**src/rtl/uart_packetizer_if.sv**
```systemverilog
// uart_packetizer_if
//   Bundles the packet-request, payload handshake and FIFO write signals of
//   uart_packetizer. clk and rst stay plain module ports.
//   master : the packetizer (drives payload_ready, data_out, data_valid,
//            pkt_busy, pkt_done, pkt_err)
//   slave  : the surrounding logic (drives pkt_start, pkt_len, payload_data,
//            payload_valid, fifo_full)
interface uart_packetizer_if;
  logic       pkt_start;
  logic [7:0] pkt_len;
  logic [7:0] payload_data;
  logic       payload_valid;
  logic       payload_ready;
  logic       fifo_full;
  logic [7:0] data_out;
  logic       data_valid;
  logic       pkt_busy;
  logic       pkt_done;
  logic       pkt_err;

  modport master (
    input  pkt_start, pkt_len, payload_data, payload_valid, fifo_full,
    output payload_ready, data_out, data_valid, pkt_busy, pkt_done, pkt_err
  );

  modport slave (
    output pkt_start, pkt_len, payload_data, payload_valid, fifo_full,
    input  payload_ready, data_out, data_valid, pkt_busy, pkt_done, pkt_err
  );
endinterface

```
**src/rtl/uart_packetizer.sv**
```systemverilog
// uart_packetizer
//   Frames payload bytes for the UART transmitter FIFO as
//   SOF_BYTE, length, payload[0..len-1], check byte.
//   Writes at most one byte per clock and never writes while fifo_full is high.
//   Ports:
//     clk  - system clock
//     rst  - synchronous active-high reset
//     bus  - uart_packetizer_if.master (request, payload handshake, FIFO write,
//            status pulses)
//   Parameters: SOF_BYTE (frame marker), MAX_LEN (largest payload, 1..255).
//   Build option: define PKT_CRC8_EN to make the check byte CRC-8 (poly 0x07,
//   init 0, MSB first, no reflection, no final XOR) instead of the default
//   modulo-256 sum over the length and payload bytes.
module uart_packetizer #(
  parameter logic [7:0] SOF_BYTE = 8'hA5,
  parameter int         MAX_LEN  = 64
) (
  input logic               clk,
  input logic               rst,
  uart_packetizer_if.master bus
);

  localparam logic [7:0] MAX_LEN_B = 8'(MAX_LEN);

  typedef enum logic [2:0] {IDLE, SOF, LEN, PAYLOAD, CHK} state_t;

  state_t     state_reg, state_next;
  logic [7:0] len_reg, len_next;
  logic [7:0] cnt_reg, cnt_next;
  logic [7:0] chk_reg, chk_next;
  logic       done_reg, done_next;
  logic       err_reg, err_next;

  logic       write_en;
  logic [8:0] cnt_inc;
  logic       len_ok;

  // Folds one byte into the running check value.
  function automatic logic [7:0] fold(input logic [7:0] acc, input logic [7:0] b);
`ifdef PKT_CRC8_EN
    logic [7:0] c;
    c = acc ^ b;
    for (int i = 0; i < 8; i++) begin
      c = c[7] ? ((c << 1) ^ 8'h07) : (c << 1);
    end
    return c;
`else
    return acc + b;
`endif
  endfunction

  // Nine bits so a length of 255 compares without wrapping.
  assign cnt_inc = {1'b0, cnt_reg} + 9'd1;
  assign len_ok  = (bus.pkt_len != 8'd0) && (bus.pkt_len <= MAX_LEN_B);

  always_ff @(posedge clk) begin
    if (rst) begin
      state_reg <= IDLE;
      len_reg   <= '0;
      cnt_reg   <= '0;
      chk_reg   <= '0;
      done_reg  <= 1'b0;
      err_reg   <= 1'b0;
    end else begin
      state_reg <= state_next;
      len_reg   <= len_next;
      cnt_reg   <= cnt_next;
      chk_reg   <= chk_next;
      done_reg  <= done_next;
      err_reg   <= err_next;
    end
  end

  // Outputs are combinational on fifo_full so a full FIFO is never written.
  always_comb begin
    state_next        = state_reg;
    len_next          = len_reg;
    cnt_next          = cnt_reg;
    chk_next          = chk_reg;
    done_next         = 1'b0;
    err_next          = 1'b0;
    write_en          = 1'b0;
    bus.data_out      = '0;
    bus.payload_ready = 1'b0;

    case (state_reg)
      IDLE: begin
        if (bus.pkt_start) begin
          if (len_ok) begin
            len_next   = bus.pkt_len;
            cnt_next   = '0;
            chk_next   = '0;
            state_next = SOF;
          end else begin
            err_next = 1'b1;
          end
        end
      end
      SOF: begin
        bus.data_out = SOF_BYTE;
        write_en     = !bus.fifo_full;
        if (write_en) state_next = LEN;
      end
      LEN: begin
        bus.data_out = len_reg;
        write_en     = !bus.fifo_full;
        if (write_en) begin
          chk_next   = fold(chk_reg, len_reg);
          state_next = PAYLOAD;
        end
      end
      PAYLOAD: begin
        bus.payload_ready = !bus.fifo_full;
        bus.data_out      = bus.payload_data;
        write_en          = bus.payload_valid && !bus.fifo_full;
        if (write_en) begin
          chk_next = fold(chk_reg, bus.payload_data);
          cnt_next = cnt_inc[7:0];
          if (cnt_inc == {1'b0, len_reg}) state_next = CHK;
        end
      end
      CHK: begin
        bus.data_out = chk_reg;
        write_en     = !bus.fifo_full;
        if (write_en) begin
          done_next  = 1'b1;
          state_next = IDLE;
        end
      end
      default: state_next = IDLE;
    endcase
  end

  assign bus.data_valid = write_en;
  assign bus.pkt_busy   = (state_reg != IDLE);
  assign bus.pkt_done   = done_reg;
  assign bus.pkt_err    = err_reg;

endmodule

```
**src/flat_wrapper.sv**
```systemverilog
// flat-port wrapper written by rule: the top's interface ports become plain ports
module uart_packetizer_flat 
#(
  parameter logic [7:0] SOF_BYTE = 8'hA5,
  parameter int         MAX_LEN  = 64
)
  (clk, rst, bus_pkt_start, bus_pkt_len, bus_payload_data, bus_payload_valid, bus_fifo_full, bus_payload_ready, bus_data_out, bus_data_valid, bus_pkt_busy, bus_pkt_done, bus_pkt_err);
  uart_packetizer_if bus_i ();
  input logic clk;
  input logic rst;
  input wire logic [$bits(bus_i.pkt_start)-1:0] bus_pkt_start;
  input wire logic [$bits(bus_i.pkt_len)-1:0] bus_pkt_len;
  input wire logic [$bits(bus_i.payload_data)-1:0] bus_payload_data;
  input wire logic [$bits(bus_i.payload_valid)-1:0] bus_payload_valid;
  input wire logic [$bits(bus_i.fifo_full)-1:0] bus_fifo_full;
  output wire logic [$bits(bus_i.payload_ready)-1:0] bus_payload_ready;
  output wire logic [$bits(bus_i.data_out)-1:0] bus_data_out;
  output wire logic [$bits(bus_i.data_valid)-1:0] bus_data_valid;
  output wire logic [$bits(bus_i.pkt_busy)-1:0] bus_pkt_busy;
  output wire logic [$bits(bus_i.pkt_done)-1:0] bus_pkt_done;
  output wire logic [$bits(bus_i.pkt_err)-1:0] bus_pkt_err;
  assign bus_i.pkt_start = bus_pkt_start;
  assign bus_i.pkt_len = bus_pkt_len;
  assign bus_i.payload_data = bus_payload_data;
  assign bus_i.payload_valid = bus_payload_valid;
  assign bus_i.fifo_full = bus_fifo_full;
  assign bus_payload_ready = bus_i.payload_ready;
  assign bus_data_out = bus_i.data_out;
  assign bus_data_valid = bus_i.data_valid;
  assign bus_pkt_busy = bus_i.pkt_busy;
  assign bus_pkt_done = bus_i.pkt_done;
  assign bus_pkt_err = bus_i.pkt_err;
  uart_packetizer #(.SOF_BYTE(SOF_BYTE), .MAX_LEN(MAX_LEN)) u_core (.clk(clk), .rst(rst), .bus(bus_i));
endmodule
```
**config.mk**
```make
export PLATFORM = sky130hd
export DESIGN_NAME = uart_packetizer_flat
export DESIGN_NICKNAME = d
export VERILOG_FILES = /design/src/rtl/uart_packetizer_if.sv /design/src/rtl/uart_packetizer.sv /design/src/flat_wrapper.sv
export SDC_FILE = /design/constraint.sdc
export NUM_CORES = 1
export LEC_CHECK = 0
export ABC_AREA = 1
export CAP_MARGIN = 20
export CORE_ASPECT_RATIO = 0.6
export CORE_MARGIN = 2
export CORE_UTILIZATION = 48
export CTS_CLUSTER_SIZE = 25
export DETAILED_ROUTE_END_ITERATION = 12
export MAX_ROUTING_LAYER = met4
export PLACE_DENSITY_LB_ADDON = 0.12
export SLEW_MARGIN = 20
export SYNTH_ARGS = -nofsm -noshare
export SYNTH_HDL_FRONTEND = slang
export SYNTH_SLANG_ARGS = --single-unit
```
**constraint.sdc**
```tcl
create_clock -name clk -period 2.5 [get_ports clk]
set_input_delay 0.5 -clock clk [delete_from_list [all_inputs] [get_ports clk]]
set_output_delay 0.5 -clock clk [all_outputs]
set_load 0.005 [all_outputs]
```
# == Word-level counts from Yosys, hierarchy flattened ==
# Cells that the tools add are included.
# op_classes
n_addsub,3
n_lt_le_gt_ge,1
n_eq_ne,12
n_mux,20
bitwise_logic,3
n_reduce_logical,15
# ops
op,count
2-to-1 mux 8 bit,5
case mux 8 bit (4 select lines),1
case mux 8 bit (3 select lines),1
2-to-1 mux 3 bit,7
adder 8 bit,2
case mux 8 bit (2 select lines),1
case mux 3 bit (5 select lines),1
"adder 8 x 1 -> 9 bit, second input constant",1
== test 9 x 8 -> 1 bit,1
"less-or-equal comparator 8 x 7 -> 1 bit, second input constant",1
"!= test 2 bit, second input constant",4
nonzero test 8 bit,1
AND reduction 7 bit,1
"== test 3 x 2 -> 1 bit, second input constant",2
"!= test 2 x 1 -> 1 bit, second input constant",3
nonzero test 3 bit,2
OR reduction 3 bit,2
AND reduction 5 bit,1
AND reduction 4 bit,1
"== test 3 x 1 -> 1 bit, second input constant",1
"== test 3 bit, second input constant",1
logical NOT 3 bit,1
2-to-1 mux 1 bit,3
inverter 1 bit,3
other kinds (6),7
# word_totals
register_bits,29
inputBits,21
out_inout_bits,13
elab_cells,60

# == Longest topological paths before layout ==
# logic_depth
word_depth,5
ltp_mapped,17
ltp_nobuf,16

# == Worst setup path before layout ==
# Ideal clock, no wire load.
# synth_timing
path_kind,reg-to-reg
startpoint,register u_core.state_reg[1]
endpoint,register u_core.chk_reg[6]
setup_ns,0.119
arrival_time_ns,2.488
required_time_ns,2.381
setup_slack_ns,-0.107
path_stages_with_launch,18
n_path_buf,1
period_less_slack_ns,2.607
cell_sequence,dfxtp_1 > inv_2 > nor2_4 > inv_4 > nor2_8 > clkbuf_1 > nand2_1 > o21ai_0 > ha_1 > inv_1 > fa_1 > o21ai_0 > nand2_1 > nand2_1 > a21oi_1 > o21ai_0 > a21o_1 > a21oi_1
# synth_via
elab_chain_len,3
elab_cells_between_ends,10
cone_classes,eq/ne (6); mux (1); reduce/logical (3)
# synth_rtl
element,line_no,source
"start, declared",uart_packetizer.sv:27,"state_t state_reg, state_next;"
"start signal, assigned",uart_packetizer.sv:65,state_reg <= state_next;
== test 3 x 2 -> 1 bit or logical NOT 3 bit (tied branches),uart_packetizer.sv:86,case (state_reg)
"!= test 2 x 1 -> 1 bit (no line), or another cell as far along",--,
AND reduction 5 bit (no line),--,
"end signal, assigned",uart_packetizer.sv:68,chk_reg <= chk_next;
"end, declared",uart_packetizer.sv:30,"logic [7:0] chk_reg, chk_next;"
# Several ways; a longest one is shown, not always the timed one.
# A chain may end at the register's enable or synchronous reset.

# == Worst setup path in the final report ==
# layout_timing
startpoint,input port bus_fifo_full
endpoint,output port bus_data_valid
# layout_via
elab_chain_len,3
# layout_rtl
element,line_no,source
"start, declared",flat_wrapper.sv:15,input wire logic [$bits(bus_i.fifo_full)-1:0] bus_fifo_full;
logical NOT 1 bit *,--,
logical AND 1 bit,uart_packetizer.sv:115,write_en = bus.payload_valid && !bus.fifo_full;
case mux 1 bit (2 select lines) *,uart_packetizer.sv:86,
"end, declared",flat_wrapper.sv:18,output wire logic [$bits(bus_i.data_valid)-1:0] bus_data_valid;
# Every way passes the cells marked *; elsewhere a longest branch is shown, timed or not.

==> flow_metrics.tcl <==
set metrics [dict create \
    critPathArrivalTime_ns 1.92 \
    viasPerCell 5.309 \
    critPathBufInv 2 \
    detailedPlacementHpwl_microns 4448 \
    final_net_count 383 \
    layout_overhead_on_the_synthesized_area_pct 28.29 \
    synth.cell_area_sq_mm 0.002043 \
    fp.dieW_microns 88.23 \
    postSynth.asyncResetShare_pct 0 \
    p_per_area_mw_per_mm2 770.4 \
    critPathLaunchType "input pin" \
    fp.dieH_microns 54.54 \
    postSynthCellCount 305 \
    finalHoldViolCount 0 \
    rsz0062_at_grt "true" \
    grt_max_degree 17 \
    final_antenna_net_count 0 \
    final.setup_skew_ns 0.006251 \
    cts-buffers-inserted 5 \
    synth_seq_area_share_pct 28.41 \
    path_delay_family "buffers and inverters" \
    cts-root-to-sink-buffers 2 \
    synth.ff_latch_count 29 \
    clock_insertion_delay_worst_skew_ns 0.29 \
    dp_cells 404 \
    setup.worst_path.end_class "primary output" \
    report.final.setup_viol 0 \
    placementRows 18 \
    grtUsageTotal_pct 27.88 \
    tritoncts_clock_tree "built" \
    run_status "complete, no violations" \
    final.min_clock_period_ns 2.420 \
    dp_slack_ns -0.1463 \
    final_design_area_no_fill_sq_mm 0.002621 \
    relative_slew_margins_pct 66.09 \
    htreeDepth 2 \
    routed_wl_microns 5818 \
    antenna_found_initial 0 \
    critical_path.cell_chain "clkdlybuf4s50_1 -> nor3_2 -> nand2_1 -> nand2_1 -> clkdlybuf4s50_1" \
    ys_top_cells_by_area "dfxtp_1 28%, nand2_1 14%, a21oi_1 7.1%" \
    route.detailed.drc 0 \
    detail_route.first_pass.iterations 5 \
    cp_data_required_time_ns 2.00 \
    power.ir.vdd_worst_mv 0.3887 \
    postLayoutSetupSlackWorst_ns 0.08043 \
    num_vias 2198 \
    sequential_area_sq_um 581.8 \
    total_power_mw 2.019 \
    num-fill-cells 373 \
    ios 34 \
    max_stage_delay_ns 0.50 \
    number_of_enable_flip_flop_cells_after_synthesis 0 \
    crit_type "input pin to primary output" \
    synth.lib_cells_used.distinct 41 \
    post_dp_cell_area_sq_mm 0.002494 \
    drt_first_iter_violations 233 \
    wire_per_inst_microns 14.05 \
    static_leakage_power_nw 1.077 \
    grt_first_pass_wirelength_microns 9473 \
    floorplan.core_area_sq_mm 0.004099 \
    synth-main-ff-cell "dfxtp_1" \
    post_synth.cell_area_avg_sq_um 6.699 \
    multi_input_logic_area_sq_mm 0.001280 \
    vias_in_the_first_global_route 1911 \
    maxCapViolCount 0 \
    buffer_ports.inserted 33 \
    final-max-slew-violation-count 0 \
    layout-drive-gt1-share_pct 15.54 \
    clkTransAtPathRegs_ns 0.06 \
    timing.critical_path.slowest_stage_cell "clkdlybuf4s50_1" \
    fin_cells 414 \
    yosys_warns 0 \
    fin_crit_sh_pct 96.78 \
    place.gp.congestion 0.9107 \
    hold_path_class "flip-flop to flip-flop" \
    die_area_sq_mm 0.004812 \
    yosysTopAreaCell "dfxtp_1" \
    globalRoute.totalOverflow 0 \
    num_clock_sinks 29 \
    syn-num-nets 335 \
    clock_tree.root_cell "clkbuf_8" \
    synth_largest_type_area_fraction_pct 28.41 \
    max_freq_ghz 0.4133 \
    crit_fanout 3 \
    final_core_utilization_pct 63.95 \
    antenna_cells 0 \
    start_util_pct 49.85 \
    tightestPinTransition_ns 0.5080 \
]
repair_timing:
item | 4_1_cts | 5_1_grt
hold buffers | 0 | 0
setup buffers | 0 | 2
gates resized for setup | 2 | 8
pin swaps | 0 | 3
setup endpoints to repair | 2 | 5
stage by stage:
step	setup TNS (ns)	hold slack [ns]
detailed placement	-0.1949	0.4424
global placement	-0.05251	0.4392
floorplan	0	0.4323
global route	-0.05206	0.4626
CTS	0	0.4532
finish	0	0.4505
cells in the mapped netlist, types with 2 or more instances:
| master | instances |
|---|---|
| a21oi_1 | 29 |
| clkbuf_1 | 3 |
| dfxtp_1 | 29 |
| ha_1 | 8 |
| inv_1 | 36 |
| inv_2 | 5 |
| inv_4 | 2 |
| nand2_1 | 74 |
| nand2_2 | 6 |
| nand3_1 | 22 |
| nand3_2 | 2 |
| nand4_1 | 2 |
| nor2_1 | 15 |
| nor2_2 | 3 |
| nor2_4 | 3 |
| nor3_1 | 4 |
| o2111ai_1 | 4 |
| o211ai_1 | 2 |
| o21ai_0 | 25 |
| o21ai_1 | 6 |
| o221ai_1 | 3 |
| xnor2_1 | 2 |
| xor2_1 | 2 |
placed cells by master, fill, tap and decap left out, types with 2 or more instances in the layout:
master	n
o21ai_1	7
inv_4	2
nand4_1	2
clkbuf_8	5
dfxtp_1	28
nor3_1	4
a21oi_1	26
nand2_2	6
ha_1	7
o2111ai_1	4
xnor2_1	2
clkinv_2	2
buf_4	12
o211ai_1	2
xor2_1	2
o21ai_0	23
nor2_1	15
inv_2	5
clkdlybuf4s50_1	33
nand2_1	74
nand3_1	21
nor2_2	3
inv_1	36
a21oi_2	4
o221ai_1	3
nand3_2	3
nor2_4	3
worst register-to-register path, delay by kind of cell (launching register included):
kind | cells | cell delay, ns
DFF | 1 | 0.34
adders and majority gates | 2 | 0.57
AOI/OAI and AO/OA | 6 | 0.58
buffers and inverters | 3 | 0.18
and+or+nand+nor | 5 | 0.52
per-layer routing:
layer | part of all wire (%) | vias up | wire [microns] | track usage, %
li1 | - | 1112 | - | -
met1 | 53 | 988 | 3111 | 42.56
met2 | 37 | 93 | 2169 | 35.34
met3 | 8.3 | 5 | 485 | 7.391
met4 | 0.88 | 0 | 51 | 6.566
met5 | 0 | - | 0 | -
final cells by class:
cell class,instances,share of cell area [%]
inverters,44,6.492
clock buffers,6,2.769
multi-input cells,227,48.83
flip-flops and latches,29,22.20
repair buffers,46,16.47
clock inverters,2,0.3819
well taps,60,2.864
cells by family after synthesis:
| logic type | count (synthesis) | share of synthesized area, % |
|---|---|---|
| xor gates and xnor gates | 4 | 1.715 |
| DFF | 29 | 28.41 |
| AOI/OAI and AO/OA | 76 | 21.31 |
| and+or+nand+nor | 138 | 32.52 |
| adders and majority gates | 9 | 5.879 |
| buffers and inverters | 49 | 10.16 |
where the power goes:
part | switching, mW | internal (mW) | total, mW
clock | 0.197 | 0.193 | 0.389
combinational | 0.614 | 0.434 | 1.05
sequential | 0.0484 | 0.534 | 0.582
total | 0.859 | 1.16 | 2.02
final timing paths:
kind / slack [ns] / to / cells past startpoint / start
worst max-delay path: 0.08 / bus_data_valid / 5 / bus_fifo_full
worst min-delay path: 0.45 / u_core.len_reg[7]$_SDFFE_PP0P_ / 2 / u_core.len_reg[7]$_SDFFE_PP0P_
worst max register to register: 0.18 / u_core.chk_reg[6]$_SDFFE_PP0P_ / 16 / u_core.state_reg[1]$_SDFFE_PP0P_
worst min register to register: 0.45 / u_core.len_reg[7]$_SDFFE_PP0P_ / 2 / u_core.len_reg[7]$_SDFFE_PP0P_
No activity file was read; power rests on OpenSTA's default activity.
